File: config.mk
export PLATFORM = sky130hd
export DESIGN_NAME = alu_request_scheduler
export DESIGN_NICKNAME = d
export VERILOG_FILES = /design/src/rtl/alu_sched_pkg.sv /design/src/rtl/round_robin_picker.sv /design/src/rtl/alu_request_scheduler.sv
export SDC_FILE = /design/constraint.sdc
export NUM_CORES = 1
export LEC_CHECK = 0
export ABC_AREA = 1
export CAP_MARGIN = 20
export CORE_ASPECT_RATIO = 1.25
export CORE_MARGIN = 5
export CORE_UTILIZATION = 55
export DETAILED_ROUTE_END_ITERATION = 10
export DONT_BUFFER_PORTS = 1
export GPL_TIMING_DRIVEN = 1
export PLACE_DENSITY = 0.84
export SLEW_MARGIN = 10
export SYNTH_ARGS = -nofsm -noshare
export SYNTH_HDL_FRONTEND = slang
export SYNTH_HIERARCHICAL = 1
export SYNTH_SLANG_ARGS = --single-unit
File: constraint.sdc
create_clock -name clk -period 1.7 [get_ports clk]
set_input_delay 0.34 -clock clk [delete_from_list [all_inputs] [get_ports clk]]
set_output_delay 0.34 -clock clk [all_outputs]
set_load 0.02 [all_outputs]
File: src/rtl/alu_sched_pkg.sv
// Shared state encoding and opcode constants for the ALU request scheduler.
package alu_sched_pkg;

    typedef enum logic [1:0] {
        IDLE,
        ISSUE,
        WAIT,
        RESP
    } sched_state_t;

    localparam logic [1:0] OP_ADD = 2'd0;
    localparam logic [1:0] OP_SUB = 2'd1;
    localparam logic [1:0] OP_MUL = 2'd2;
    localparam logic [1:0] OP_DIV = 2'd3;

endpackage

File: src/rtl/round_robin_picker.sv
// Combinational round-robin search: first set request bit at or after ptr, with wrap.
module round_robin_picker #(
    parameter  int NUM_REQ = 4,
    localparam int IDX_W   = $clog2(NUM_REQ)
) (
    input  logic [NUM_REQ-1:0] req,
    input  logic [IDX_W-1:0]   ptr,
    output logic [IDX_W-1:0]   winner,
    output logic               any
);

    int idx;

    // Walk offsets from farthest to nearest so the nearest set bit overwrites the rest.
    always_comb begin
        winner = ptr;
        any    = 1'b0;
        idx    = 0;
        for (int i = NUM_REQ - 1; i >= 0; i--) begin
            idx = (int'(ptr) + i) % NUM_REQ;
            if (req[IDX_W'(idx)]) begin
                winner = IDX_W'(idx);
                any    = 1'b1;
            end
        end
    end

endmodule

File: src/rtl/alu_request_scheduler.sv
// Shares one ALU control unit between NUM_REQ requesters with round-robin grant,
// a per-requester response channel and a watchdog for operations that never finish.
module alu_request_scheduler
    import alu_sched_pkg::*;
#(
    parameter  int NUM_REQ = 4,
    parameter  int DATA_W  = 8,
    parameter  int TIMEOUT = 63,
    localparam int IDX_W   = $clog2(NUM_REQ)
) (
    input  logic                  clk,
    input  logic                  rst,
    input  logic [NUM_REQ-1:0]    req_valid,
    output logic [NUM_REQ-1:0]    req_ready,
    input  logic [2*NUM_REQ-1:0]  req_op,
    input  logic [DATA_W*NUM_REQ-1:0] req_a,
    input  logic [DATA_W*NUM_REQ-1:0] req_b,
    output logic [NUM_REQ-1:0]    resp_valid,
    input  logic [NUM_REQ-1:0]    resp_ready,
    output logic [2*DATA_W-1:0]   resp_result,
    output logic                  resp_err,
    output logic                  alu_start,
    output logic [1:0]            alu_op_codes,
    output logic [DATA_W-1:0]     alu_a,
    output logic [DATA_W-1:0]     alu_b,
    input  logic                  alu_finish,
    input  logic [2*DATA_W-1:0]   alu_result,
    output logic                  busy,
    output logic [IDX_W-1:0]      grant_id
);

    localparam int CNT_W = $clog2(TIMEOUT + 1);

    sched_state_t     state, state_next;
    logic [IDX_W-1:0] ptr;
    logic [IDX_W-1:0] pick_idx;
    logic             pick_any;
    logic [CNT_W-1:0] wd_cnt;
    logic             timeout_hit;

    round_robin_picker #(.NUM_REQ(NUM_REQ)) u_picker (
        .req    (req_valid),
        .ptr    (ptr),
        .winner (pick_idx),
        .any    (pick_any)
    );

    assign timeout_hit = (wd_cnt == CNT_W'(TIMEOUT));
    assign busy        = (state != IDLE);

    always_ff @(posedge clk or negedge rst) begin
        if (!rst) begin
            state <= IDLE;
        end else begin
            state <= state_next;
        end
    end

    // req_ready is gated by reset so nothing is acknowledged while the block is held in reset.
    always_comb begin
        state_next = state;
        req_ready  = '0;
        resp_valid = '0;
        alu_start  = 1'b0;
        case (state)
            IDLE: begin
                if (pick_any && rst) begin
                    req_ready[pick_idx] = 1'b1;
                    state_next          = ISSUE;
                end
            end
            ISSUE: begin
                alu_start  = 1'b1;
                state_next = WAIT;
            end
            WAIT: begin
                if (alu_finish || timeout_hit) begin
                    state_next = RESP;
                end
            end
            RESP: begin
                resp_valid[grant_id] = 1'b1;
                if (resp_ready[grant_id]) begin
                    state_next = IDLE;
                end
            end
            default: state_next = IDLE;
        endcase
    end

    // Finish is checked before the timeout so a result arriving on the last cycle is kept.
    always_ff @(posedge clk or negedge rst) begin
        if (!rst) begin
            ptr          <= '0;
            grant_id     <= '0;
            alu_op_codes <= '0;
            alu_a        <= '0;
            alu_b        <= '0;
            resp_result  <= '0;
            resp_err     <= 1'b0;
            wd_cnt       <= '0;
        end else begin
            case (state)
                IDLE: begin
                    if (pick_any) begin
                        alu_op_codes <= req_op[int'(pick_idx) * 2 +: 2];
                        alu_a        <= req_a[int'(pick_idx) * DATA_W +: DATA_W];
                        alu_b        <= req_b[int'(pick_idx) * DATA_W +: DATA_W];
                        grant_id     <= pick_idx;
                    end
                end
                ISSUE: wd_cnt <= '0;
                WAIT: begin
                    if (alu_finish) begin
                        resp_result <= alu_result;
                        resp_err    <= 1'b0;
                    end else if (timeout_hit) begin
                        resp_result <= '0;
                        resp_err    <= 1'b1;
                    end else begin
                        wd_cnt <= wd_cnt + 1'b1;
                    end
                end
                RESP: begin
                    if (resp_ready[grant_id]) begin
                        ptr <= (grant_id == IDX_W'(NUM_REQ - 1)) ? '0 : grant_id + 1'b1;
                    end
                end
                default: ;
            endcase
        end
    end

endmodule

==> flow_summary.toml, run 1 <==
[logic_synthesis]
synth-adder-area-share = 0.03881
yosys.area.top_type_share = 0.4053
synth_top_cell_by_area = "dfrtp_1"
synthSimpleGateAreaFrac = 0.4442
syn_avg_cell_area_um2 = 7.060
synth_xor_area_frac = 0.003019
ys_seq_elements = 47
syn-num-nets = 519
synth_top_family_by_area = "simple AND/OR/NAND/NOR gates"
synthesis.area_um2 = 2902
ys_types = 32
synthCells = 411
synth_top_flop_cell = "dfrtp_1"
synth-async-reset-ratio = 1.000
muxShareOfSynthArea = 0
yosysWarnings = 6
synth.area.top_cells = "dfrtp_1 41%, nand2_1 29%, nand3_1 5.0%"
synth-seq-area-share = 0.4053
synth_edf_count = 0
synth_compound_area_frac = 0.03407

[sta]
max_freq_mhz = 421.9
skew_ps = 8.938
layout_setup_ws_ps = -670.1
worst_pin_slew_ps = 287.3
finalCritPeriodShare = 1.394
final_max_slew_viol_count = 0
min_period_ps = 2370
relSlewSlack = 0.8078
setup_viol = 26
hold_violations = 0
grt_setup_unrepaired = "yes"

[job]
max_cap_viol_count = 0

[global_route]
grt_pass1_vias = 2903
grt_max_degree = 48
grt_overflow = 0
grtUsageTotal = 0.2393
grt_pass1_wl_um = 12970
antenna_found_initial = 0

[clock_network]
htreeDepth = 2
clk-insertion-delay-late_ps = 300
cts-root-buf = "clkbuf_8"
clockBufferDepth = 2
cts_buffers = 5
clkTransAtPathRegs_ps = 90
cts_tree = "built"
clock_sinks = 47

[power]
p_per_area_nw_per_um2 = 2489
power.total_uw = 9059
p_leak_uw = 0.001906
irDropWorstVdd_mv = 1.549

[cells_and_area]
num-nets-final = 550
final_common_cell = "nand2_1"
multi_input_area_um2 = 1722
final-seq-area_um2 = 1180
drive_gt1_frac = 0.2664
diodes = 0
area_delta_synth_final_pct = 25.44
post-route-util = 0.7114
mostFrequentLayoutCells = "193 x nand2_1, 44 x dfrtp_1, 26 x nand3_1, 25 x nand2_2, 23 x buf_4"
fill_cells = 381

[setup_path]
path_max_fanout = 6
critPathKind = "reg -> out"
crit_path_frequent_cell = "nand2_2"
critPathArrivalTime_ps = 2030
cp.required_ps = 1360
slowest_delay_ps = 470
worst_setup_path_end_kind = "primary output"
cp-start-kind = "flip-flop"
crit_chain = "buf_6, nand2_2, nand2_2, nand2_2, nand2_1, inv_2, nand2_2, nand2_2, nand2_2, nand2_4, buf_6, nor3_4"
critPathSlowestCell = "dfrtp_2"

[floorplanning]
num_rows = 29
die_h_um = 91.21
io_pins = 146
initial_core_util = 0.5671
core_area_um2 = 5116
die_w_um = 74.97
die_area_um2 = 6837

[detailed_routing]
dr_total_vias = 2850
final_antenna_net_count = 0
routedWlPerCell_um = 16.37
drt_iter0_markers = 123
route.detailed.drc = 0
wl_um = 8265
viasPerCell = 5.644
drtPass1Iterations = 5

[min_path]
hp-class = "in -> reg"

[place]
routabilityCongestion = 0.8171
dp_hpwl_um = 5869
io_buffer_count = 0

[run_status]
violations = "negative setup slack"
status = "finished, violations left"
routing by layer:
metal	global-route usage	wire length, um	share of wire	vias to the layer above
met5	0	0	0	-
met4	0.08012	172	0.021	0
li1	-	-	-	1352
met3	0.04862	600	0.073	16
met2	0.4324	4514	0.55	143
met1	0.2705	2977	0.36	1339
kinds of logic (layout without fill, tap and decap cells):
| family | count (synthesis) | in the layout |
|---|---|---|
| buffers and inverters | 44 | 76 |
| flip-flops | 47 | 47 |
| XOR/XNOR | 1 | 1 |
| AND/OR/NAND/NOR | 293 | 293 |
| adder cells (fa/ha/maj) | 9 | 9 |
| AO/OA/AOI/OAI | 17 | 17 |
what timing repair did:
item	in CTS	in global routing
gates resized for setup	27	38
setup endpoints to repair	28	28
cloned	1	0
hold endpoints to repair	47	0
hold buffers	2	0
setup buffers	10	6
pin swaps	20	20
Yosys cell counts (2+ instances only):
| library cell | number |
|---|---|
| nand2_2 | 4 |
| buf_6 | 3 |
| o21ai_0 | 4 |
| a21oi_1 | 3 |
| buf_2 | 4 |
| inv_2 | 6 |
| nor2_4 | 4 |
| nand3_1 | 29 |
| nor2_1 | 6 |
| ha_1 | 9 |
| inv_4 | 2 |
| inv_1 | 21 |
| a22oi_1 | 2 |
| o21ai_1 | 5 |
| nor3_1 | 3 |
| buf_4 | 5 |
| nor2_8 | 2 |
| nand2_1 | 221 |
| clkbuf_1 | 2 |
| nand3_2 | 2 |
| nand4_1 | 17 |
| dfrtp_1 | 47 |
through the flow:
| stage | area (um^2) | instances | hold WS [ps] | setup TNS, ps | setup WS (ps) |
|---|---|---|---|---|---|
| after floorplan | 2979 | 411 | 44.41 | -2071 | -140.3 |
| after global placement | 3099 | 478 | 46.87 | -8974 | -430.1 |
| after detailed placement | 3099 | 478 | 46.61 | -12340 | -580.6 |
| after CTS | 3473 | 499 | 144.0 | -9605 | -618.4 |
| after global routing | 3640 | 505 | 144.5 | -15210 | -770.9 |
| final | 3640 | 505 | 154.1 | -11840 | -670.1 |
registers in the layout (all words and copies together), names as in the netlist:
register and flops:
grant_id 2, alu_op_codes 2, state 2, ptr 2, resp_err 1, alu_b 8, alu_a 8, wd_cnt 6
resp_result 16
worst paths after layout:
kind,from,endpoint,slack [ps],depth (start not counted)
worst max-delay path,ptr[0],req_ready[0],-670,12
worst min-delay path,alu_result[13],resp_result[13],150,2
worst max register to register,ptr[0],alu_b[2],-500,18
worst min register to register,wd_cnt[1],wd_cnt[1],530,2
max in group asynchronous,rst,ptr[0],910,2
min in group asynchronous,rst,wd_cnt[2],570,2
area by class of cell:
class | count | share of cell area
Multi-Input combinational cell | 320 | 0.4730
Clock buffer | 5 | 0.01891
Timing Repair Buffer | 38 | 0.1134
Inverter | 30 | 0.03644
Tap cell | 62 | 0.02131
Clock inverter | 3 | 0.01272
Sequential cell | 47 | 0.3242
report_power, final:
part	internal [uW]	leakage, uW	total (uW)	switching [uW]
clock network	443	0.0000548	839	396
registers	1620	0.000592	2520	901
logic	2460	0.00126	5700	3250
total	4520	0.00191	9060	4540
worst max-delay path, delay by kind of cell (launching register included):
family	cells	cell delay, ps
DFF	1	470
buffers and inverters	3	360
and+or+nand+nor	9	900
No activity file was read; power rests on OpenSTA's default activity.
==> inputs of run 2 (changes only) <==
- CORE_ASPECT_RATIO: 1.25 -> 2
- PLACE_DENSITY: 0.84 -> 0.81
- RECOVER_POWER: not set -> 50
- clock period: 1.7 -> 2.6 ns (I/O delays scaled with it)
==> flow_summary.toml, run 2 (same netlist as run 1, synthesis figures left out) <==
[detailed_routing]
route.detailed.drc = 0
drtPass1Iterations = 4
drt_iter0_markers = 105
dr_total_vias = 2628
final_antenna_net_count = 0
wl_um = 7373
viasPerCell = 5.498
routedWlPerCell_um = 15.42

[clock_network]
clkTransAtPathRegs_ps = 80
clk-insertion-delay-late_ps = 300
cts_buffers = 5
cts_tree = "built"
htreeDepth = 2
clock_sinks = 47
cts-root-buf = "clkbuf_8"
clockBufferDepth = 2

[power]
clock_power_share = 0.097
pwr-share-seq = 0.352
irDropWorstVdd_mv = 0.9195
p_leak_uw = 0.001713
p_switching_uw = 2497
swShare = 0.5322
p_comb_frac = 0.551
intPower_uw = 2195
power.total_uw = 4691
p_per_area_nw_per_um2 = 1489

[setup_path]
worst_setup_path_end_kind = "primary output"
cp-start-kind = "flip-flop"
cp.required_ps = 2080
critPathKind = "reg -> out"
path_max_fanout = 6
critPathArrivalTime_ps = 2000

[global_route]
antenna_found_initial = 0
met3_usage = 0.05594
grtUsageTotal = 0.2160
met2_usage = 0.3883
grt.busiest_layer = "met2"
grt_pass1_vias = 2575
gr-usage-met1 = 0.2291
grt_max_degree = 48
grt_pass1_wl_um = 11670
grt_overflow = 0

[run_status]
status = "complete, no violations"

[cells_and_area]
top_register = "resp_result"
largest_reg_flops = 16
mostFrequentLayoutCells = "217 x nand2_1, 45 x dfrtp_1, 28 x nand3_1, 21 x inv_1, 17 x nand4_1"
multi_input_area_um2 = 1551
num-nets-final = 528
reg_top3 = "resp_result x16, alu_a x8, alu_b x8"
fill_cells = 459
diodes = 0
final_common_cell = "nand2_1"
area_delta_synth_final_pct = 8.624
drive_gt1_frac = 0.1405
stdcell_area_um2 = 3152
final-seq-area_um2 = 1179

[floorplanning]
core_area_um2 = 5139
die_area_um2 = 6917
io_pins = 146
num_rows = 37
die_h_um = 112.7
die_w_um = 61.36
initial_core_util = 0.5646

[min_path]
hp-class = "in -> async"

[sta]
worst_pin_slew_ps = 420.1
final_max_slew_viol_count = 0
relSlewSlack = 0.7193
hold_violations = 0
skew_ps = 8.759
tns_ps = 0
grt_setup_unrepaired = "yes"
setup_viol = 0
finalCritPeriodShare = 0.9705
max_freq_mhz = 396.3
min_period_ps = 2523

[place]
dp_hpwl_um = 5633
io_buffer_count = 0
routabilityCongestion = 0.8715
dpl-instance-area_um2 = 2928

[job]
max_cap_viol_count = 0
-- run 2: cell count changes in the layout (fill, tap and decap cells not counted), moves of 3 or more --
cell / delta
buf_12: -4
buf_6: -8
nand2_1: +24
nand2_2: -18
nand2_4: -5
inv_4: -3
buf_4: -9
-- run 2: worst paths after layout --
kind                            slack [ps]        endpoint          start  cells past startpoint
worst min-delay path                    70        alu_a[2]            rst                      1
worst max register to register         200        alu_b[0]         ptr[0]                     18
max in group asynchronous             2310          ptr[1]            rst                      1
min in group clk                       330  resp_result[6]  alu_result[6]                      2
worst max-delay path                    80    req_ready[0]         ptr[0]                     13
worst min register to register         510       wd_cnt[1]      wd_cnt[1]                      2
-- run 2: area by class of cell --
cell class,instances,area share
sequential,47,0.3740
timing repair buffer,16,0.04367
clock inverter,1,0.002779
multi-input combinational,320,0.4923
clock buffer,6,0.02620
tap,58,0.02303
inverter,30,0.03811
-- run 2: worst max-delay path, stage by stage, from the launching register on --
cell and delay (ps):
dfrtp_2 430, buf_4 150, inv_4 70, nand2_1 60, nand2_1 80, nand2_1 80, nand2_1 90, nand2_1 60
nand2_1 70, nand2_1 50, nand2_1 70, nand2_2 110, nor3_1 230, buf_4 180
-- run 2: what timing repair did --
action | in CTS | in global routing
resized for setup | 3 | 12
endpoints found under the hold margin | 47 | 0
endpoints found under the setup margin | 4 | 4
pin swaps | 0 | 5
hold buffers | 1 | 0
setup buffers | 0 | 8
-- run 2: metal layers --
metal / up-vias / routed length, um
met5: - / 0
met3: 14 / 639
met1: 1181 / 2514
met4: 0 / 174
li1: 1308 / -
met2: 125 / 4044
-- run 2: power groups by stage --
stage                     registers [uW]  logic [uW]  clock network, uW
final                               1650        2590                455
after global routing                1700        2980                489
after CTS                           1680        2380                471
after detailed placement            1690        2350                  0
after global placement              1680        2270                  0
after floorplan                     1570        2010                  0
-- run 2: per-stage QoR --
stage          setup slack, ps  hold slack, ps  cells    util
2_1_floorplan            298.4           224.4    411       -
3_3_place_gp             285.3           227.1    462  0.5698
3_5_place_dp             193.9           226.9    462  0.5698
4_1_cts                  19.27           66.41    470  0.5944
5_1_grt                 -25.73           78.90    478  0.6133
6_report                 76.65           67.10    478  0.6133
